==> config.mk <==
export PLATFORM = sky130hd
export DESIGN_NAME = uart_rx_deframer
export DESIGN_NICKNAME = d
export VERILOG_FILES = /design/src/rtl/uart_rx_deframer.sv
export SDC_FILE = /design/constraint.sdc
export NUM_CORES = 1
export LEC_CHECK = 0
export CAP_MARGIN = 20
export CORE_UTILIZATION = 45
export CTS_CLUSTER_SIZE = 16
export DETAILED_ROUTE_END_ITERATION = 16
export DONT_BUFFER_PORTS = 1
export SETUP_SLACK_MARGIN = 0.3
export SLEW_MARGIN = 30
export SYNTH_ARGS = -nofsm -noshare
export SYNTH_HDL_FRONTEND = slang
export SYNTH_SLANG_ARGS = --single-unit
==> constraint.sdc <==
create_clock -name clk100 -period 6.8 [get_ports clk100]
set_input_delay 1.02 -clock clk100 [delete_from_list [all_inputs] [get_ports clk100]]
set_output_delay 1.02 -clock clk100 [all_outputs]
set_load 0.02 [all_outputs]
==> src/rtl/uart_rx_deframer.sv <==
// UART receive deframer: 2-flop synchroniser, 8N1 frame FSM and a one-entry valid/ready output register.
// Define UART_RX_PARITY_EN for 8E1 frames, which adds the PARITY state and the parity_err port.
module uart_rx_deframer #(
  parameter int CLKS_PER_BIT = 868
) (
  input  logic       clk100,
  input  logic       reset_n,
  input  logic       uart_rx,
  output logic [7:0] rx_data,
  output logic       rx_valid,
  input  logic       rx_ready,
  output logic       frame_err,
  output logic       overrun,
`ifdef UART_RX_PARITY_EN
  output logic       parity_err,
`endif
  output logic       busy
);

  localparam logic [15:0] HALF = 16'(CLKS_PER_BIT / 2 - 1);
  localparam logic [15:0] FULL = 16'(CLKS_PER_BIT - 1);

  typedef enum logic [2:0] {
    IDLE   = 3'd0,
    START  = 3'd1,
    DATA   = 3'd2,
`ifdef UART_RX_PARITY_EN
    PARITY = 3'd3,
`endif
    STOP   = 3'd4,
    BREAK  = 3'd5
  } state_t;

  state_t      state;
  logic        sync1, line;
  logic [15:0] cnt;
  logic [2:0]  idx;
  logic [7:0]  shreg;
  logic        byte_done, fe_pend;
  logic        cnt_zero;
`ifdef UART_RX_PARITY_EN
  logic        par_bad;
`endif

  assign cnt_zero = (cnt == 16'd0);
  assign busy     = (state != IDLE);

  always_ff @(posedge clk100 or negedge reset_n) begin
    if (!reset_n) begin
      sync1     <= 1'b1;
      line      <= 1'b1;
      state     <= IDLE;
      cnt       <= 16'd0;
      idx       <= 3'd0;
      shreg     <= 8'd0;
      byte_done <= 1'b0;
      fe_pend   <= 1'b0;
`ifdef UART_RX_PARITY_EN
      par_bad   <= 1'b0;
`endif
    end else begin
      sync1     <= uart_rx;
      line      <= sync1;
      byte_done <= 1'b0;
      fe_pend   <= 1'b0;
      case (state)
        IDLE:
          if (!line) begin
            state <= START;
            cnt   <= HALF;
          end
        START:
          if (!cnt_zero) cnt <= cnt - 16'd1;
          else if (!line) begin
            state <= DATA;
            cnt   <= FULL;
            idx   <= 3'd0;
          end else state <= IDLE;
        DATA:
          if (!cnt_zero) cnt <= cnt - 16'd1;
          else begin
            shreg <= {line, shreg[7:1]};
            cnt   <= FULL;
            idx   <= idx + 3'd1;
            if (idx == 3'd7) begin
`ifdef UART_RX_PARITY_EN
              state <= PARITY;
`else
              state <= STOP;
`endif
            end
          end
`ifdef UART_RX_PARITY_EN
        PARITY:
          if (!cnt_zero) cnt <= cnt - 16'd1;
          else begin
            par_bad <= line ^ (^shreg);
            cnt     <= FULL;
            state   <= STOP;
          end
`endif
        // Re-arming at the stop midpoint leaves half a bit to catch an immediate start bit.
        STOP:
          if (!cnt_zero) cnt <= cnt - 16'd1;
          else if (line) begin
            byte_done <= 1'b1;
            state     <= IDLE;
          end else begin
            fe_pend <= 1'b1;
            state   <= BREAK;
          end
        BREAK:
          if (line) state <= IDLE;
        default: state <= IDLE;
      endcase
    end
  end

  // Single-entry output register; a completing byte may replace one handed off in the same cycle.
  always_ff @(posedge clk100 or negedge reset_n) begin
    if (!reset_n) begin
      rx_data    <= 8'd0;
      rx_valid   <= 1'b0;
      frame_err  <= 1'b0;
      overrun    <= 1'b0;
`ifdef UART_RX_PARITY_EN
      parity_err <= 1'b0;
`endif
    end else begin
      frame_err <= fe_pend;
      overrun   <= 1'b0;
      if (byte_done) begin
        if (!rx_valid || rx_ready) begin
          rx_data    <= shreg;
          rx_valid   <= 1'b1;
`ifdef UART_RX_PARITY_EN
          parity_err <= par_bad;
`endif
        end else begin
          overrun <= 1'b1;
        end
      end else if (rx_ready) begin
        rx_valid   <= 1'b0;
`ifdef UART_RX_PARITY_EN
        parity_err <= 1'b0;
`endif
      end
    end
  end

endmodule

==> impl_metrics.xml <==
<?xml version="1.0" encoding="UTF-8"?>
<metrics>
  <group name="logic_synthesis">
    <metric name="ys_async_sr_fraction" unit="">1.00</metric>
    <metric name="warning_count_from_the_yosys_run" unit="">0</metric>
    <metric name="postSynthAreaPerCell" unit="µm²">10.4</metric>
    <metric name="syn_std_cell_area" unit="µm²">2210</metric>
    <metric name="synth_cells" unit="">213</metric>
    <metric name="synth_nets" unit="">220</metric>
    <metric name="synth-seq-area-share" unit="">0.511</metric>
    <metric name="synth_area_leader_cell" unit="">dfrtp_1</metric>
    <metric name="post_synth_main_area_contributors" unit="">dfrtp_1, mux2_2, o21ai_0</metric>
    <metric name="synth.top_cells.by_count" unit="">dfrtp_1, nand2_1, nor2_1, mux2_2, o21ai_0</metric>
    <metric name="netlist-cell-type-count" unit="">45</metric>
    <metric name="postSynthRegisterBits" unit="">45</metric>
    <metric name="yosys.area.top_type_share" unit="">0.487</metric>
    <metric name="post-synth-top-count-cell" unit="">dfrtp_1</metric>
    <metric name="predominant_post_synthesis_flop_cell" unit="">dfrtp_1</metric>
    <metric name="synth-edff-count" unit="">0</metric>
  </group>
  <group name="cells_and_area">
    <metric name="postLayoutCoreUtil" unit="">0.507</metric>
    <metric name="area.growth.synth_to_final" unit="%">8.39</metric>
    <metric name="layout_net_count" unit="">218</metric>
    <metric name="final_cell_area" unit="µm²">2390</metric>
    <metric name="antenna-diode-count" unit="">0</metric>
    <metric name="drive_above_1_share" unit="">0.160</metric>
  </group>
  <group name="global_route">
    <metric name="groute.usage.overall" unit="">0.191</metric>
    <metric name="grt_pass1_wl" unit="mm">7.71</metric>
    <metric name="grt_overflow" unit="">0</metric>
    <metric name="largest_net_degree_at_the_start_of_global_routing" unit="">46</metric>
    <metric name="antenna_violations_before_repair" unit="">0</metric>
    <metric name="first_global_vias" unit="">1674</metric>
  </group>
  <group name="setup_path">
    <metric name="number_of_buffer_and_inverter_stages_on_the_critical_path" unit="">1</metric>
    <metric name="worst_ep_arrival_time" unit="ns">2.96</metric>
    <metric name="worst_path_dominant_cell_family" unit="">simple AND/OR/NAND/NOR gates</metric>
    <metric name="endpoint_kind" unit="">flip-flop</metric>
    <metric name="cp_slowest_cell" unit="">nor3_2</metric>
    <metric name="critical_path.cell_chain" unit="">inv_1 -&gt; ha_1 -&gt; nor3b_2 -&gt; and4_1 -&gt; nor3_1 -&gt; nor3_2 -&gt; o21ai_0 -&gt; o31ai_1</metric>
    <metric name="largest_fanout_of_any_net_on_the_critical_path" unit="">16</metric>
    <metric name="worstSetupPathDepth" unit="">8</metric>
    <metric name="worstSetupStartpointType" unit="">flip-flop</metric>
    <metric name="worst-setup-path-type" unit="">reg -&gt; reg</metric>
    <metric name="required" unit="ns">6.99</metric>
    <metric name="rr_worst_depth" unit="">8</metric>
    <metric name="slowest_delay" unit="ns">0.69</metric>
  </group>
  <group name="pwr">
    <metric name="peakVddDrop" unit="mV">0.0932</metric>
    <metric name="post-layout-total-power" unit="mW">0.511</metric>
    <metric name="p_per_area" unit="nW/µm²">213</metric>
    <metric name="p_leak" unit="nW">1.12</metric>
  </group>
  <group name="clocking">
    <metric name="tritoncts_num_sinks" unit="">45</metric>
    <metric name="clockBufferDepth" unit="">2</metric>
    <metric name="cts-hold-fix-buffers" unit="">0</metric>
    <metric name="cts.repair.resized" unit="">0</metric>
    <metric name="cts_htree_levels" unit="">2</metric>
    <metric name="cts.root.buffer_cell" unit="">clkbuf_8</metric>
    <metric name="clk_latency" unit="ns">0.29</metric>
    <metric name="numCtsBuffers" unit="">5</metric>
    <metric name="cts_setup_buffers" unit="">0</metric>
    <metric name="tritoncts_clock_tree" unit="">done</metric>
    <metric name="clk_transition_reported_paths" unit="ns">0.08</metric>
  </group>
  <group name="route">
    <metric name="route.antenna.remaining_nets" unit="">0</metric>
    <metric name="drt_iter0_drc" unit="">100</metric>
    <metric name="drcViolationCount" unit="">0</metric>
    <metric name="detailedRoute.firstPassIterationCount" unit="">4</metric>
    <metric name="detail_route.wl_per_cell" unit="µm">15.5</metric>
    <metric name="route.final.wire_length" unit="mm">4.32</metric>
    <metric name="routed_via_density" unit="">5.81</metric>
    <metric name="vias" unit="">1622</metric>
  </group>
  <group name="sta">
    <metric name="fin_worst_skew" unit="ns">0.00341</metric>
    <metric name="setup_viol_count_final" unit="">0</metric>
    <metric name="timing.final.crit_share" unit="">0.406</metric>
    <metric name="period_needed" unit="ns">2.76</metric>
    <metric name="totalNegativeSetupSlack" unit="ns">0</metric>
    <metric name="rsz0062_at_grt" unit="">no</metric>
    <metric name="worstMarginPinSlew" unit="ns">0.887</metric>
    <metric name="timing.final.hold_violations" unit="">0</metric>
    <metric name="fmaxAchievable" unit="MHz">362</metric>
    <metric name="relSlewSlack" unit="">0.406</metric>
    <metric name="slew_violations" unit="">0</metric>
  </group>
  <group name="floorplan">
    <metric name="floorplan.initialDensity" unit="">0.468</metric>
    <metric name="design.core.area" unit="µm²">4720</metric>
    <metric name="die_h" unit="µm">72.1</metric>
    <metric name="die-width" unit="µm">72.1</metric>
    <metric name="pin_count" unit="">16</metric>
    <metric name="placement_row_count" unit="">25</metric>
    <metric name="fp.dieArea" unit="µm²">5190</metric>
  </group>
  <group name="outcome">
    <metric name="status" unit="">complete, no violations</metric>
  </group>
  <group name="min_path">
    <metric name="hold_path_cell_cnt" unit="">0</metric>
    <metric name="worst_hold_path_type" unit="">reg -&gt; reg</metric>
  </group>
  <group name="run">
    <metric name="maxCapViolations" unit="">0</metric>
  </group>
  <group name="place">
    <metric name="io_buffer_count" unit="">0</metric>
    <metric name="dp.final_hpwl" unit="mm">2.98</metric>
    <metric name="place_area" unit="µm²">2260</metric>
    <metric name="place_congestion" unit="">0.890</metric>
  </group>
</metrics>
-- path summary, 6_finish.rpt --
check / startpoint / to / slack, ns
worst min register to register: sync1 / line / 0.36
max in group asynchronous: reset_n / sync1 / 6.21
worst max-delay path: cnt[0] / cnt[12] / 4.04
worst min-delay path: sync1 / line / 0.36
min in group asynchronous: reset_n / idx[1] / 0.41
worst max register to register: cnt[0] / cnt[12] / 4.04
-- power breakdown --
group | internal (mW) | total (mW) | switching [mW]
sequential | 0.268 | 0.269 | 0.000764
clock | 0.148 | 0.240 | 0.0922
combinational | 0.000407 | 0.00119 | 0.000786
-- kinds of logic after synthesis --
| kind of cell | Yosys count | synth area share |
|---|---|---|
| compound gates | 57 | 0.167 |
| simple gates | 71 | 0.171 |
| flops | 45 | 0.511 |
| fa+ha+maj | 3 | 0.0170 |
| buf+inv | 16 | 0.0283 |
| xor+xnor | 2 | 0.00793 |
| mux | 19 | 0.0980 |
-- metal layers --
| metal | vias up | track usage | wire, µm |
|---|---|---|---|
| li1 | 780 | - | - |
| met5 | - | 0 | 0 |
| met3 | 8 | 0.0417 | 135 |
| met2 | 37 | 0.319 | 2130 |
| met4 | 0 | 0.0784 | 68 |
| met1 | 797 | 0.240 | 1980 |
-- state kept, by name, summed over array words and instances (netlist names) --
| name | flops |
|---|---|
| byte_done | 1 |
| cnt | 16 |
| fe_pend | 1 |
| frame_err | 1 |
| idx | 3 |
| line | 1 |
| overrun | 1 |
| rx_data | 8 |
| rx_valid | 1 |
| shreg | 8 |
| state | 3 |
| sync1 | 1 |
-- worst register-to-register path, cell delays in order, from the launching register on --
cell,delay (ns)
dfrtp_1,0.42
inv_1,0.07
ha_1,0.20
nor3b_2,0.36
and4_1,0.47
nor3_1,0.13
nor3_2,0.69
o21ai_0,0.21
o31ai_1,0.12
-- per-stage QoR --
stage / cells / hold WS, ns / setup WS, ns
floorplan: 213 / 0.331 / 4.62
global placement: 271 / 0.336 / 4.23
detailed placement: 271 / 0.346 / 4.08
CTS: 279 / 0.362 / 4.05
global route: 279 / 0.369 / 3.67
finish: 279 / 0.362 / 4.04
-- area by class of cell --
| type | instances | area, µm² |
|---|---|---|
| Fill cell | 434 | 2330 |
| Sequential cell | 45 | 1130 |
| Multi-Input combinational cell | 152 | 1020 |
| Tap cell | 67 | 83.8 |
| Clock buffer | 5 | 68.8 |
| Clock inverter | 3 | 68.8 |
| Inverter | 7 | 26.3 |
-- cell usage in the layout, fill, tap and decap left out, drive strengths merged, types with 3 or more instances in the layout --
cell,count
dfrtp,43
nor2,19
nand2,19
mux2,18
o21ai,18
a21oi,11
nor3,10
inv,8
or3,5
clkbuf,5
nand3,4
a22o,4
o211ai,4
nor4,4
nand2b,3
ha,3
(Power assumes the default switching activity.)
